$ cat config.mk
export PLATFORM = sky130hd
export DESIGN_NAME = spi_slave_rx
export DESIGN_NICKNAME = d
export VERILOG_FILES = /design/src/rtl/spi_slave_rx.sv
export SDC_FILE = /design/constraint.sdc
export NUM_CORES = 1
export LEC_CHECK = 0
export ABC_AREA = 1
export BUFFER_PORTS_ARGS = -buffer_cell sky130_fd_sc_hd__buf_2
export CAP_MARGIN = 5
export CORE_MARGIN = 2
export CORE_UTILIZATION = 36
export DETAILED_ROUTE_END_ITERATION = 10
export HOLD_SLACK_MARGIN = 0.05
export PLACE_DENSITY = 0.52
export SLEW_MARGIN = 5
export SYNTH_ARGS = -nofsm -noshare
export SYNTH_HDL_FRONTEND = slang
export SYNTH_SLANG_ARGS = --single-unit
$ cat constraint.sdc
create_clock -name clk -period 1.71 [get_ports clk]
set_input_delay 0.342 -clock clk [delete_from_list [all_inputs] [get_ports clk]]
set_output_delay 0.342 -clock clk [all_outputs]
set_load 0.02 [all_outputs]
$ cat src/rtl/spi_slave_rx.sv
// SPI receive stage: deserializes MSB-first 16-bit words from the SPI master into a valid/ready port.
// Optional macro SPI_RX_SYNC_EN selects 2-flop input synchronizers (default: single register stage).
module spi_slave_rx #(
  parameter int WIDTH = 16
) (
  input  logic             clk,
  input  logic             rst_n,
  input  logic             spi_mclk_i,
  input  logic             spi_dat_i,
  input  logic             spi_ssal_i,
  output logic [WIDTH-1:0] rx_data_o,
  output logic             rx_valid_o,
  input  logic             rx_ready_i,
  output logic             rx_overrun_o,
  output logic             frame_err_o,
  input  logic             clr_err_i,
  output logic [4:0]       rx_bit_count_o
);

  localparam logic [4:0] CNT_FULL = 5'd16;

  typedef enum logic [1:0] {
    IDLE       = 2'd0,
    SHIFT      = 2'd1,
    WAIT_DESEL = 2'd2,
    ILLEGAL    = 2'd3
  } state_e;

  logic mclk_s, dat_s, ssal_s;
  logic mclk_d_q;
  logic rise_s;

`ifdef SPI_RX_SYNC_EN
  logic [1:0] mclk_sync_q, dat_sync_q, ssal_sync_q;

  // Two-stage synchronizers, identical on all three lines to keep them aligned
  always_ff @(posedge clk or negedge rst_n) begin
    if (!rst_n) begin
      mclk_sync_q <= 2'b00;
      dat_sync_q  <= 2'b00;
      ssal_sync_q <= 2'b11;
    end else begin
      mclk_sync_q <= {mclk_sync_q[0], spi_mclk_i};
      dat_sync_q  <= {dat_sync_q[0], spi_dat_i};
      ssal_sync_q <= {ssal_sync_q[0], spi_ssal_i};
    end
  end

  assign mclk_s = mclk_sync_q[1];
  assign dat_s  = dat_sync_q[1];
  assign ssal_s = ssal_sync_q[1];
`else
  logic mclk_sync_q, dat_sync_q, ssal_sync_q;

  // Single capture stage; only valid when the master shares this clock
  always_ff @(posedge clk or negedge rst_n) begin
    if (!rst_n) begin
      mclk_sync_q <= 1'b0;
      dat_sync_q  <= 1'b0;
      ssal_sync_q <= 1'b1;
    end else begin
      mclk_sync_q <= spi_mclk_i;
      dat_sync_q  <= spi_dat_i;
      ssal_sync_q <= spi_ssal_i;
    end
  end

  assign mclk_s = mclk_sync_q;
  assign dat_s  = dat_sync_q;
  assign ssal_s = ssal_sync_q;
`endif

  // Delayed copy of the synchronized serial clock for rising-edge detection
  always_ff @(posedge clk or negedge rst_n) begin
    if (!rst_n) begin
      mclk_d_q <= 1'b0;
    end else begin
      mclk_d_q <= mclk_s;
    end
  end

  assign rise_s = mclk_s & ~mclk_d_q;

  state_e           state_q, state_d;
  logic [4:0]       cnt_q, cnt_d, cnt_inc_s, cnt_new_s;
  logic [WIDTH-1:0] shift_q, shift_d, shift_inc_s;
  logic             frame_err_q, frame_err_d;
  logic             offer_s;

  // Receive FSM state, bit counter, shift register and error pulse
  always_ff @(posedge clk or negedge rst_n) begin
    if (!rst_n) begin
      state_q     <= IDLE;
      cnt_q       <= 5'd0;
      shift_q     <= '0;
      frame_err_q <= 1'b0;
    end else begin
      state_q     <= state_d;
      cnt_q       <= cnt_d;
      shift_q     <= shift_d;
      frame_err_q <= frame_err_d;
    end
  end

  // Next-state logic; a rise is counted before a simultaneous deselect is judged
  always_comb begin
    state_d     = state_q;
    cnt_d       = cnt_q;
    shift_d     = shift_q;
    frame_err_d = 1'b0;
    offer_s     = 1'b0;
    cnt_inc_s   = cnt_q + 5'd1;
    shift_inc_s = {shift_q[WIDTH-2:0], dat_s};
    cnt_new_s   = rise_s ? cnt_inc_s : cnt_q;
    case (state_q)
      IDLE: begin
        cnt_d   = 5'd0;
        shift_d = '0;
        if (!ssal_s) begin
          state_d = SHIFT;
        end else begin
          state_d = IDLE;
        end
      end
      SHIFT: begin
        if (rise_s) begin
          cnt_d   = cnt_inc_s;
          shift_d = shift_inc_s;
        end else begin
          cnt_d   = cnt_q;
          shift_d = shift_q;
        end
        if (rise_s && (cnt_inc_s == CNT_FULL)) begin
          offer_s = 1'b1;
          state_d = WAIT_DESEL;
        end else if (ssal_s) begin
          frame_err_d = (cnt_new_s != 5'd0);
          cnt_d       = 5'd0;
          shift_d     = '0;
          state_d     = IDLE;
        end else begin
          state_d = SHIFT;
        end
      end
      WAIT_DESEL: begin
        frame_err_d = rise_s;
        if (ssal_s) begin
          cnt_d   = 5'd0;
          state_d = IDLE;
        end else begin
          state_d = WAIT_DESEL;
        end
      end
      default: begin
        cnt_d   = 5'd0;
        shift_d = '0;
        state_d = IDLE;
      end
    endcase
  end

  logic [WIDTH-1:0] rx_data_q, rx_data_d;
  logic             rx_valid_q, rx_valid_d;
  logic             overrun_q, overrun_d;
  logic             consume_s;

  assign consume_s = rx_valid_q & rx_ready_i;

  // Output handshake: consume first, then load; a blocked offer is dropped as overrun
  always_comb begin
    rx_data_d  = rx_data_q;
    rx_valid_d = rx_valid_q;
    overrun_d  = overrun_q;
    if (offer_s && (!rx_valid_q || consume_s)) begin
      rx_data_d  = shift_inc_s;
      rx_valid_d = 1'b1;
    end else if (offer_s) begin
      overrun_d = 1'b1;
    end else if (consume_s) begin
      rx_valid_d = 1'b0;
    end else begin
      rx_valid_d = rx_valid_q;
    end
    if (clr_err_i && !(offer_s && rx_valid_q && !rx_ready_i)) begin
      overrun_d = 1'b0;
    end else begin
      overrun_d = overrun_d;
    end
  end

  // Registered output port
  always_ff @(posedge clk or negedge rst_n) begin
    if (!rst_n) begin
      rx_data_q  <= '0;
      rx_valid_q <= 1'b0;
      overrun_q  <= 1'b0;
    end else begin
      rx_data_q  <= rx_data_d;
      rx_valid_q <= rx_valid_d;
      overrun_q  <= overrun_d;
    end
  end

  assign rx_data_o      = rx_data_q;
  assign rx_valid_o     = rx_valid_q;
  assign rx_overrun_o   = overrun_q;
  assign frame_err_o    = frame_err_q;
  assign rx_bit_count_o = cnt_q;

endmodule

==> results by group, run 1 <==
Layout
  – Area grow syn2layout: 22.8%
  – Register area: between 0.001 and 0.0015 mm²
  – Nets: 279
  – Fillcell total: between 500 and 600
  – Multi-input logic area: 847 µm²
  – Most common cell after layout, fill and taps aside: nand2_1
  – Fin cells: ~340
  – Share of cells above drive strength 1: between 20% and 30%
  – Ant diodes: 0
  – Commonest cells after routing, fill and taps aside: nand2_1, dfrtp_1, inv_1

Clocking
  – CTS Sinks: 45
  – Reg clk slew, reported paths: about 90 ps
  – Clock root buffer: clkbuf_8
  – H-tree Lvls: 2
  – Clock buffer depth: 2
  – Worst-skew pair later-pin latency: roughly 300 ps
  – Total CTS buffers: 5
  – Post-CTS Setup Repair Bufs: 0
  – CTS tree: built

STA
  – Hold_ws: around 140 ps
  – Relative slew slack: between 70% and 80%
  – Max Fclk: 0.638 GHz
  – Period utilization: roughly nine tenths
  – Clock Skews: approximately 7.6 ps
  – Period minus WS final: ~1600 ps
  – Slew Viols, Final: 0
  – Total Neg Setup Slack: 0 ps
  – Setup Viol. Count Final: 0
  – RSZ-0062 raised after global routing: false
  – Worst-Margin Slew: around 420 ps
  – Hold Fails Final Rpt: 0

Placement
  – Placed cell count: 329
  – DPL Wire Length: approximately 2.9 mm
  – I/O Buffers: 30
  – Gpl congestion: slightly below 0.9

Detailed routing
  – ANT nets after route: 0
  – Wire per inst: 12.2 µm
  – Wl on met1: 2.14 mm
  – Iteration-0 DRC Markers: about 130
  – WL met2: approximately 1.8 mm
  – Routed met3 length: ~170 µm
  – Routed WL: 4.15 mm
  – Drt drc: 0
  – 1st-pass router iterations: 4
  – Top sig layer: met4
  – Via count: between 1.5k and 2k
  – Vias/cell: between 4 and 5

Setup path
  – Critical Path AT: 1790 ps
  – Startpoint types: register
  – Crit Path Category: register to register
  – Max FO, Critical Path: 8
  – Worst path required time: 1930 ps
  – Crit path capture type: register

Global route
  – Initial antenna violation count: 0
  – Largest net degree at the start of global routing: 33
  – Global-route wire length before repair: 7.15 mm
  – Gr usage total: 14.4%
  – GRT overflow: 0
  – Vias in the first global route: approximately 1.5k

Logic synthesis
  – Synth Instances: 225
  – Syn Std Cell Area: 0.00209 mm²
  – Yosys warning count: 0
  – Cell variety after synth: 22
  – Syn Area/Cell: between 9 and 10 µm²
  – Synth Net Count: approximately 240
  – Synthesis-stage register bit count: 45
  – Seq/Total Area, Yosys: a little over half

Die
  – Die height: ~80 µm
  – Top-Level Pins: 31
  – Initial core utilization: between 30 and 40%
  – DIE WIDTH: around 80 µm
  – CORE AREA: about 0.0055 mm²
  – Row count: 27
  – Die Area: ~0.0064 mm²

Power and ir drop
  – Leakage: 1.27 nW
  – P per Cell Area: slightly above 800 mW/mm²
  – Worst IR drop on VDD: 0.000303 V

Flow run
  – Maxcap violations: 0

Min path
  – Worst Hold Class: primary input to register

Run status
  – Outcome: finished, final reports clean
==> logic make-up (layout without fill, tap and decap cells) <==
kind of cell / Yosys count / in the layout / share of synthesized area, %
AO/OA/AOI/OAI: 57 / 57 / 17.9
AND/OR/NAND/NOR: 75 / 76 / 16.4
buffers and inverters: 42 / 83 / 8.09
flip-flops: 45 / 45 / 54.0
adder cells (fa/ha/maj): 6 / 6 / 3.60
==> worst max-delay path: stages (launching register included) <==
cell     delay [ps]
dfrtp_1         390
ha_2            210
inv_1            50
nand2_1          60
nand2_1          60
nand2_1          80
nor2_4          140
nand2_2         100
nand2_4         110
nand3_4         150
o22ai_1         160
==> state kept, by name, summed over array words and instances (netlist names) <==
signal	cells
rx_overrun_o	1
state_q	2
mclk_d_q	1
frame_err_o	1
shift_q	15
dat_s	1
rx_bit_count_o	5
ssal_s	1
rx_valid_o	1
rx_data_o	16
mclk_s	1
==> final cells by class <==
class                      count  area share, %
clock buffer                   6           2.83
clock inverter                 2           1.51
inverter                      34           4.98
multi-input combinational    139           33.0
sequential                    45           44.0
tap                           72           3.51
timing repair buffer          41           10.2
==> what timing repair did <==
action / 4_1_cts / 5_1_grt
hold endpoints to repair: 14 / 0
hold buffers: 1 / 0
setup endpoints to repair: 0 / 21
gates resized for setup: 0 / 9
==> where the power goes <==
group / switching, W / internal, W
registers: 0.0000113 / 0.00108
clock network: 0.000368 / 0.000439
logic: 0.000104 / 0.0000587
==> synth_stat cells <==
master | instances | share of area, %
o22ai_2 | 10 | 6.0
nand3_1 | 7 | 1.7
o21ai_1 | 16 | 3.8
dfstp_2 | 1 | 1.3
dfrtp_1 | 44 | 53
nand2_1 | 56 | 10
nand4_2 | 1 | 0.60
nand2_2 | 2 | 0.60
o21ai_0 | 17 | 4.1
buf_2 | 3 | 0.72
ha_1 | 6 | 3.6
nor2_1 | 2 | 0.36
a21oi_1 | 3 | 0.72
nand3_4 | 1 | 0.84
nand4_1 | 2 | 0.60
nor3_1 | 1 | 0.24
clkbuf_1 | 4 | 0.72
o22ai_1 | 11 | 3.3
buf_6 | 1 | 0.54
inv_1 | 34 | 6.1
nor2_2 | 1 | 0.30
nor2_4 | 2 | 1.1
==> worst paths after layout <==
kind	start	cells after the start	slack, ps	end
hold / removal	spi_ssal_i	1	140	ssal_s$_DFF_PN1_
setup / recovery	rx_bit_count_o[0]$_DFFE_PN0N_	10	140	shift_q[7]$_DFFE_PN0P_
hold reg to reg	mclk_s$_DFF_PN0_	0	410	mclk_d_q$_DFF_PN0_
min in group asynchronous	rst_n	2	480	rx_data_o[6]$_DFFE_PN0P_
setup reg to reg	rx_bit_count_o[0]$_DFFE_PN0N_	10	140	shift_q[7]$_DFFE_PN0P_
max in group asynchronous	rst_n	3	680	ssal_s$_DFF_PN1_
==> routing by layer <==
metal / vias to the layer above / GRT usage, %
met5: - / 0
met1: 723 / 20.7
li1: 818 / -
met3: 7 / 3.82
met2: 28 / 20.7
met4: 0 / 5.08
==> stage by stage <==
step	setup WS, ps	power, W	area (µm²)	utilization [%]
CTS	28.9	0.00209	2510	45.3
global route	16.4	0.00217	2560	46.3
detailed placement	36.2	0.00127	2390	43.1
floorplan	38.5	0.00121	2090	-
finish	142	0.00206	2560	46.3
global placement	90.8	0.00127	2390	43.1
No activity file was read; power rests on OpenSTA's default activity.
==> inputs of run 2 (changes only) <==
- SETUP_SLACK_MARGIN: default -> 0.5
==> run 2 against run 1 <==
Effect of this change:
- core utilization rose by 4.5 points
- design area grew 9.7%
- clock power fell by 16%
- sequential power is essentially flat
- sequential share of layout area fell by 3.7 points
- die area stayed put
- total power fell by 5.4%
- critical path depth down 1
==> results by group, run 2 (synthesized netlist as in run 1, its figures left out) <==
Detailed routing
  – Iteration-0 DRC Markers: 93 (-30%)
  – ANT nets after route: 0 (unchanged)
  – Wire per inst: 12.9 µm (+5.2%)
  – Drt drc: 0 (unchanged)
  – Vias/cell: 4.72 (+1.5%)
  – Via count: 1652 (+4.8%)
  – 1st-pass router iterations: 4 (unchanged)
  – Routed WL: 4.50 mm (+8.6%)

Clocking
  – H-tree Lvls: 2 (unchanged)
  – CTS tree: built
  – Clock root buffer: clkbuf_8
  – Worst-skew pair later-pin latency: 300 ps (about the same)
  – Total CTS buffers: 5 (unchanged)
  – Clock buffer depth: 2 (unchanged)
  – CTS Sinks: 45 (unchanged)
  – Reg clk slew, reported paths: 90 ps (about the same)

Placement
  – Gpl congestion: 0.863 (-0.71%)
  – DPL Wire Length: 2.78 mm (-3.4%)
  – Post-DP Area: 0.00238 mm² (-0.21%)
  – I/O Buffers: 30 (unchanged)

Power and ir drop
  – Leakage: 1.31 nW (+3.9%)
  – Net Switching: 0.000511 W (+5.8%)
  – P per Cell Area: 694 mW/mm² (-14%)
  – Part of the power in registers: 56.2% (+3.2 points)
  – Worst IR drop on VDD: 0.000395 V (+31%)
  – Comb power frac: 9.1% (+1.2 points)
  – Clock power share: 34.7% (-4.4 points)
  – Int Power: 0.00144 W (-8.9%)
  – Power Total: 0.00195 W (-5.4%)
  – Switch share: 26.2% (+2.8 points)

Setup path
  – R2R Setup Slk: 160 ps (+20 ps)
  – Worst path required time: 1900 ps (-30 ps)
  – CP Launch Point: rx_bit_count_o[1]$_DFFE_PN0N_
  – Worst r2r src: rx_bit_count_o[1]$_DFFE_PN0N_
  – Critical Path AT: 1740 ps (-50 ps)
  – R2R depth: 9 (-1)
  – Startpoint types: register
  – Max FO, Critical Path: 4 (-4)
  – Crit path capture type: register
  – Setup crit end: frame_err_o$_DFF_PN0_
  – Reg2reg end: frame_err_o$_DFF_PN0_
  – Crit Path Category: register to register

Die
  – Row count: 27 (unchanged)
  – CORE AREA: 0.00554 mm² (unchanged)
  – Top-Level Pins: 31 (unchanged)
  – DIE WIDTH: 80.1 µm (unchanged)
  – Initial core utilization: 37.7% (unchanged)
  – Die Area: 0.00642 mm² (unchanged)
  – Die height: 80.1 µm (unchanged)

Global route
  – Initial antenna violation count: 0 (unchanged)
  – Vias in the first global route: 1552 (+4.4%)
  – Global-route wire length before repair: 7.35 mm (+2.8%)
  – Grt peak-use layer: met2
  – Largest net degree at the start of global routing: 33 (unchanged)
  – Met2 Use GR: 22.8% (+2.1 points)
  – Routing usage on met3: 4.16% (+0.34 points)
  – Gr usage total: 14.9% (+0.50 points)
  – GRT overflow: 0 (unchanged)
  – GR Layer Usage met1: 20.2% (-0.49 points)

STA
  – Worst-Margin Slew: 373 ps (-52.1 ps)
  – Total Neg Setup Slack: 0 ps (unchanged)
  – RSZ-0062 raised after global routing: true
  – Period minus WS final: 1550 ps (-18.2 ps)
  – Clock Skews: 11.0 ps (+3.40 ps)
  – Period utilization: 90.6% (-1.1 points)
  – Hold Fails Final Rpt: 0 (unchanged)
  – Setup Viol. Count Final: 0 (unchanged)
  – Relative slew slack: 75.2% (+3.5 points)
  – Hold_ws: 138 ps (-0.875 ps)
  – Max Fclk: 0.645 GHz (+1.2%)
  – Slew Viols, Final: 0 (unchanged)

Layout
  – Share of cells above drive strength 1: 36.7% (+10 points)
  – Most common cell after layout, fill and taps aside: nand2_1
  – Final Util: 50.8% (+4.5 points)
  – Finished Cell Area: 0.00281 mm² (+9.7%)
  – Commonest cells after routing, fill and taps aside: nand2_1, dfrtp_1, inv_1
  – Nets: 290 (+3.9%)
  – Ant diodes: 0 (unchanged)
  – Area grow syn2layout: 34.8%
  – Largest register FFs: 16 (unchanged)

Flow run
  – Maxcap violations: 0 (unchanged)

Min path
  – Worst Hold Class: primary input to register

Run status
  – Outcome: finished, final reports clean
run 2: cell count changes in the layout (fill, tap and decap cells not counted), sizes merged:
| cell | previous run | this run |
|---|---|---|
| buf | 40 | 51 |
| clkbuf | 6 | 5 |
| inv | 34 | 35 |
| bufinv | 1 | 0 |
| clkinvlp | 0 | 1 |
run 2: power groups by stage:
stage | registers (W) | clock network (W) | logic, W
2_1_floorplan | 0.00112 | 0 | 0.0000918
3_3_place_gp | 0.00112 | 0 | 0.000148
3_5_place_dp | 0.00112 | 0 | 0.000148
4_1_cts | 0.00110 | 0.000703 | 0.000173
5_1_grt | 0.00110 | 0.000747 | 0.000200
6_report | 0.00110 | 0.000677 | 0.000178
run 2: how the worst min path moves through the flow:
stage,start,endpoint,cells past startpoint
global route,spi_ssal_i,ssal_s$_DFF_PN1_,1
floorplan,rst_n,dat_s$_DFF_PN0_,0
finish,spi_ssal_i,ssal_s$_DFF_PN1_,1
CTS,spi_ssal_i,ssal_s$_DFF_PN1_,1
detailed placement,rst_n,mclk_d_q$_DFF_PN0_,1
global placement,rst_n,rx_valid_o$_DFFE_PN0P_,1
run 2: layout make-up:
class                   instances  area [µm²]
well taps                      72        90.1
inverters                      34         128
clock buffers                   5        68.8
clock inverters                 3        21.3
flip-flops and latches         45        1130
multi-input cells             139         927
repair buffers                 52         445
fillers                       528        2730
run 2: repair_timing:
item | CTS | global route
setup endpoints to repair | 47 | 63
pin swaps | 8 | 6
hold buffers | 1 | 0
buffers inserted | 6 | 7
gates cloned | 1 | 0
endpoints found under the hold margin | 13 | 0
gates resized for setup | 21 | 37
run 2: metal layers:
layer  vias to the layer above  part of all wire, %
li1                        838                    -
met1                       779                   48
met2                        30                   47
met3                         5                  4.5
met4                         0                  1.2
met5                         -                    0
run 2: critical path: stages (launching register included):
cell	delay, ps
dfrtp_2	440
buf_4	140
buf_6	110
ha_4	220
o21ai_2	120
nand2_1	70
nor2_1	120
nand3_1	90
nand2_1	70
a21oi_1	60
run 2: metrics by stage:
step                cells  setup slack (ps)
global placement      327               116
floorplan             225               178
CTS                   343               163
global route          350              60.4
finish                350               161
detailed placement    327              83.4
==> inputs of run 3 (changes only) <==
- CORE_UTILIZATION: 36 -> 35
- PLACE_DENSITY: 0.52 -> 0.5
==> run 3 against run 2 <==
Effect of this change:
- global-route usage grew 0.37 points
- sequential power barely moved
- clock power increased by 21%
- sequential share of layout area down 0.48 points
- sequential cell count unchanged
- register-to-register slack barely moved
- design area rose by 1.2%
- critical path depth up 1
- critical endpoint is now shift_q[1]$_DFFE_PN0P_
- total power increased by 7.0%
- worst setup slack better by 10 ps
- clock skew fell by 1.2 ps
==> results by group, run 3 (synthesized netlist as in run 1, its figures left out) <==
Run status
  – Outcome: finished, final reports clean

Clocking
  – Worst-skew pair later-pin latency: 300 ps (about the same)
  – Clock root buffer: clkbuf_8
  – Reg clk slew, reported paths: 90 ps (about the same)
  – Clock buffer depth: 2 (unchanged)
  – Total CTS buffers: 5 (unchanged)
  – CTS tree: built
  – H-tree Lvls: 2 (unchanged)
  – CTS Sinks: 45 (unchanged)

Setup path
  – Worst r2r src: rx_bit_count_o[1]$_DFFE_PN0N_
  – Startpoint types: register
  – Crit path capture type: register
  – Max FO, Critical Path: 8 (+4)
  – Crit Path Category: register to register
  – Worst path required time: 1930 ps (+30 ps)
  – Reg2reg end: shift_q[1]$_DFFE_PN0P_
  – R2R depth: 10 (+1)
  – Critical Path AT: 1760 ps (+20 ps)
  – R2R Setup Slk: 170 ps (about the same)

Min path
  – Hold EP: ssal_s$_DFF_PN1_
  – Hold Crit Depth: 1 (unchanged)
  – Worst Hold Class: primary input to register
  – Hold Crit Start: spi_ssal_i

Detailed routing
  – Iteration-0 DRC Markers: 96 (+3.2%)
  – Wire per inst: 12.7 µm (-1.7%)
  – Routed WL: 4.48 mm (-0.53%)
  – Drt drc: 0 (unchanged)
  – 1st-pass router iterations: 4 (unchanged)
  – Vias/cell: 4.71 (-0.29%)
  – ANT nets after route: 0 (unchanged)
  – Via count: 1666 (+0.85%)

Layout
  – Finished Cell Area: 0.00285 mm² (+1.2%)
  – Ant diodes: 0 (unchanged)
  – Share of cells above drive strength 1: 38.0% (+1.3 points)
  – Area grow syn2layout: 36.4%
  – Largest register FFs: 16 (unchanged)
  – Most common cell after layout, fill and taps aside: nand2_1
  – Commonest cells after routing, fill and taps aside: nand2_1, dfrtp_1, inv_1
  – Final Util: 48.7% (-2.1 points)
  – Nets: 291 (+0.34%)

Power and ir drop
  – Leakage: 1.35 nW (+2.9%)
  – Power Total: 0.00209 W (+7.0%)
  – Worst IR drop on VDD: 0.000451 V (+14%)
  – P per Cell Area: 733 mW/mm² (+5.7%)

STA
  – Worst-Margin Slew: 339 ps (-33.5 ps)
  – Relative slew slack: 77.2% (+2.0 points)
  – Clock Skews: 9.82 ps (-1.16 ps)
  – RSZ-0062 raised after global routing: true
  – Setup Viol. Count Final: 0 (unchanged)
  – Hold Fails Final Rpt: 0 (unchanged)
  – Hold_ws: 131 ps (-7.13 ps)
  – Max Fclk: 0.650 GHz (+0.65%)
  – Period minus WS final: 1540 ps (-10.0 ps)
  – Period utilization: 90.0% (-0.59 points)
  – Total Neg Setup Slack: 0 ps (unchanged)
  – Slew Viols, Final: 0 (unchanged)

Die
  – Die Area: 0.00660 mm² (+2.7%)
  – CORE AREA: 0.00585 mm² (+5.6%)
  – Die height: 81.2 µm (+1.3%)
  – Top-Level Pins: 31 (unchanged)
  – Initial core utilization: 35.7% (-2.0 points)
  – Row count: 28 (+3.7%)
  – DIE WIDTH: 81.2 µm (+1.3%)

Global route
  – Gr usage total: 15.2% (+0.37 points)
  – GRT overflow: 0 (unchanged)
  – Largest net degree at the start of global routing: 33 (unchanged)
  – Global-route wire length before repair: 7.63 mm (+3.9%)
  – Initial antenna violation count: 0 (unchanged)
  – Vias in the first global route: 1584 (+2.1%)

Placement
  – I/O Buffers: 30 (unchanged)
  – Post-DP Area: 0.00239 mm² (+0.47%)
  – DPL Wire Length: 2.85 mm (+2.5%)
  – Gpl congestion: 0.794 (-8.0%)

Flow run
  – Maxcap violations: 0 (unchanged)
## run 3: cell types whose count changed in the layout (fill, tap and decap cells not counted), moves of 2 or more
cell / before / now
buf_6: 18 / 14
buf_2: 11 / 14
o22ai_1: 2 / 0
o22ai_2: 19 / 21
## run 3: repair_timing
action                                  CTS  global route
pin swaps                                 4             3
hold endpoints to repair                 17             0
gates resized for setup                  22            32
endpoints found under the setup margin   47            77
buffers inserted                          5             8
gates cloned                              1             0
hold buffers                              1             0
## run 3: cell type report
class,count,area (µm²)
Inverter,34,128
Tap cell,75,93.8
Fill cell,555,3000
Sequential cell,45,1130
Clock inverter,3,43.8
Clock buffer,5,68.8
Timing Repair Buffer,53,430
Multi-Input combinational cell,139,950
## run 3: worst max path at each step
stage / start / end / slack [ps] / cells after the start
detailed placement: rx_bit_count_o[1]$_DFFE_PN0N_ / shift_q[7]$_DFFE_PN0P_ / 110 / 10
floorplan: rx_bit_count_o[0]$_DFFE_PN0N_ / shift_q[0]$_DFFE_PN0P_ / 180 / 11
finish: rx_bit_count_o[1]$_DFFE_PN0N_ / shift_q[1]$_DFFE_PN0P_ / 170 / 10
global placement: rx_bit_count_o[1]$_DFFE_PN0N_ / shift_q[4]$_DFFE_PN0P_ / 130 / 10
global route: rx_bit_count_o[1]$_DFFE_PN0N_ / rx_data_o[0]$_DFFE_PN0P_ / 70 / 8
CTS: rx_bit_count_o[1]$_DFFE_PN0N_ / shift_q[7]$_DFFE_PN0P_ / 170 / 10
## run 3: layer usage
metal	vias up	share of wire, %	GRT usage, %
met4	0	1.5	5.08
met1	790	49	20.8
met2	22	46	24.0
met5	-	0	0
met3	7	2.9	3.22
li1	847	-	-
## run 3: per-stage QoR
step	setup WS, ps	instances
finish	171	354
global route	66.5	354
CTS	166	346
detailed placement	108	331
global placement	126	331
floorplan	178	225
## run 3: power by group
group / internal [W] / total, W / switching (W)
Sequential: 0.00108 / 0.00110 / 0.0000127
Combinational: 0.0000648 / 0.000176 / 0.000111
Clock: 0.000438 / 0.000817 / 0.000378
## run 3: worst max-delay path, stage by stage (launching register included)
cell and delay, ps:
dfrtp_2 440, ha_4 180, inv_2 50, nand2_2 50, nand2_2 60, nand2_2 60
nor2_4 130, nand2_4 80, nand2_4 120, nand3_4 160, o22ai_2 140
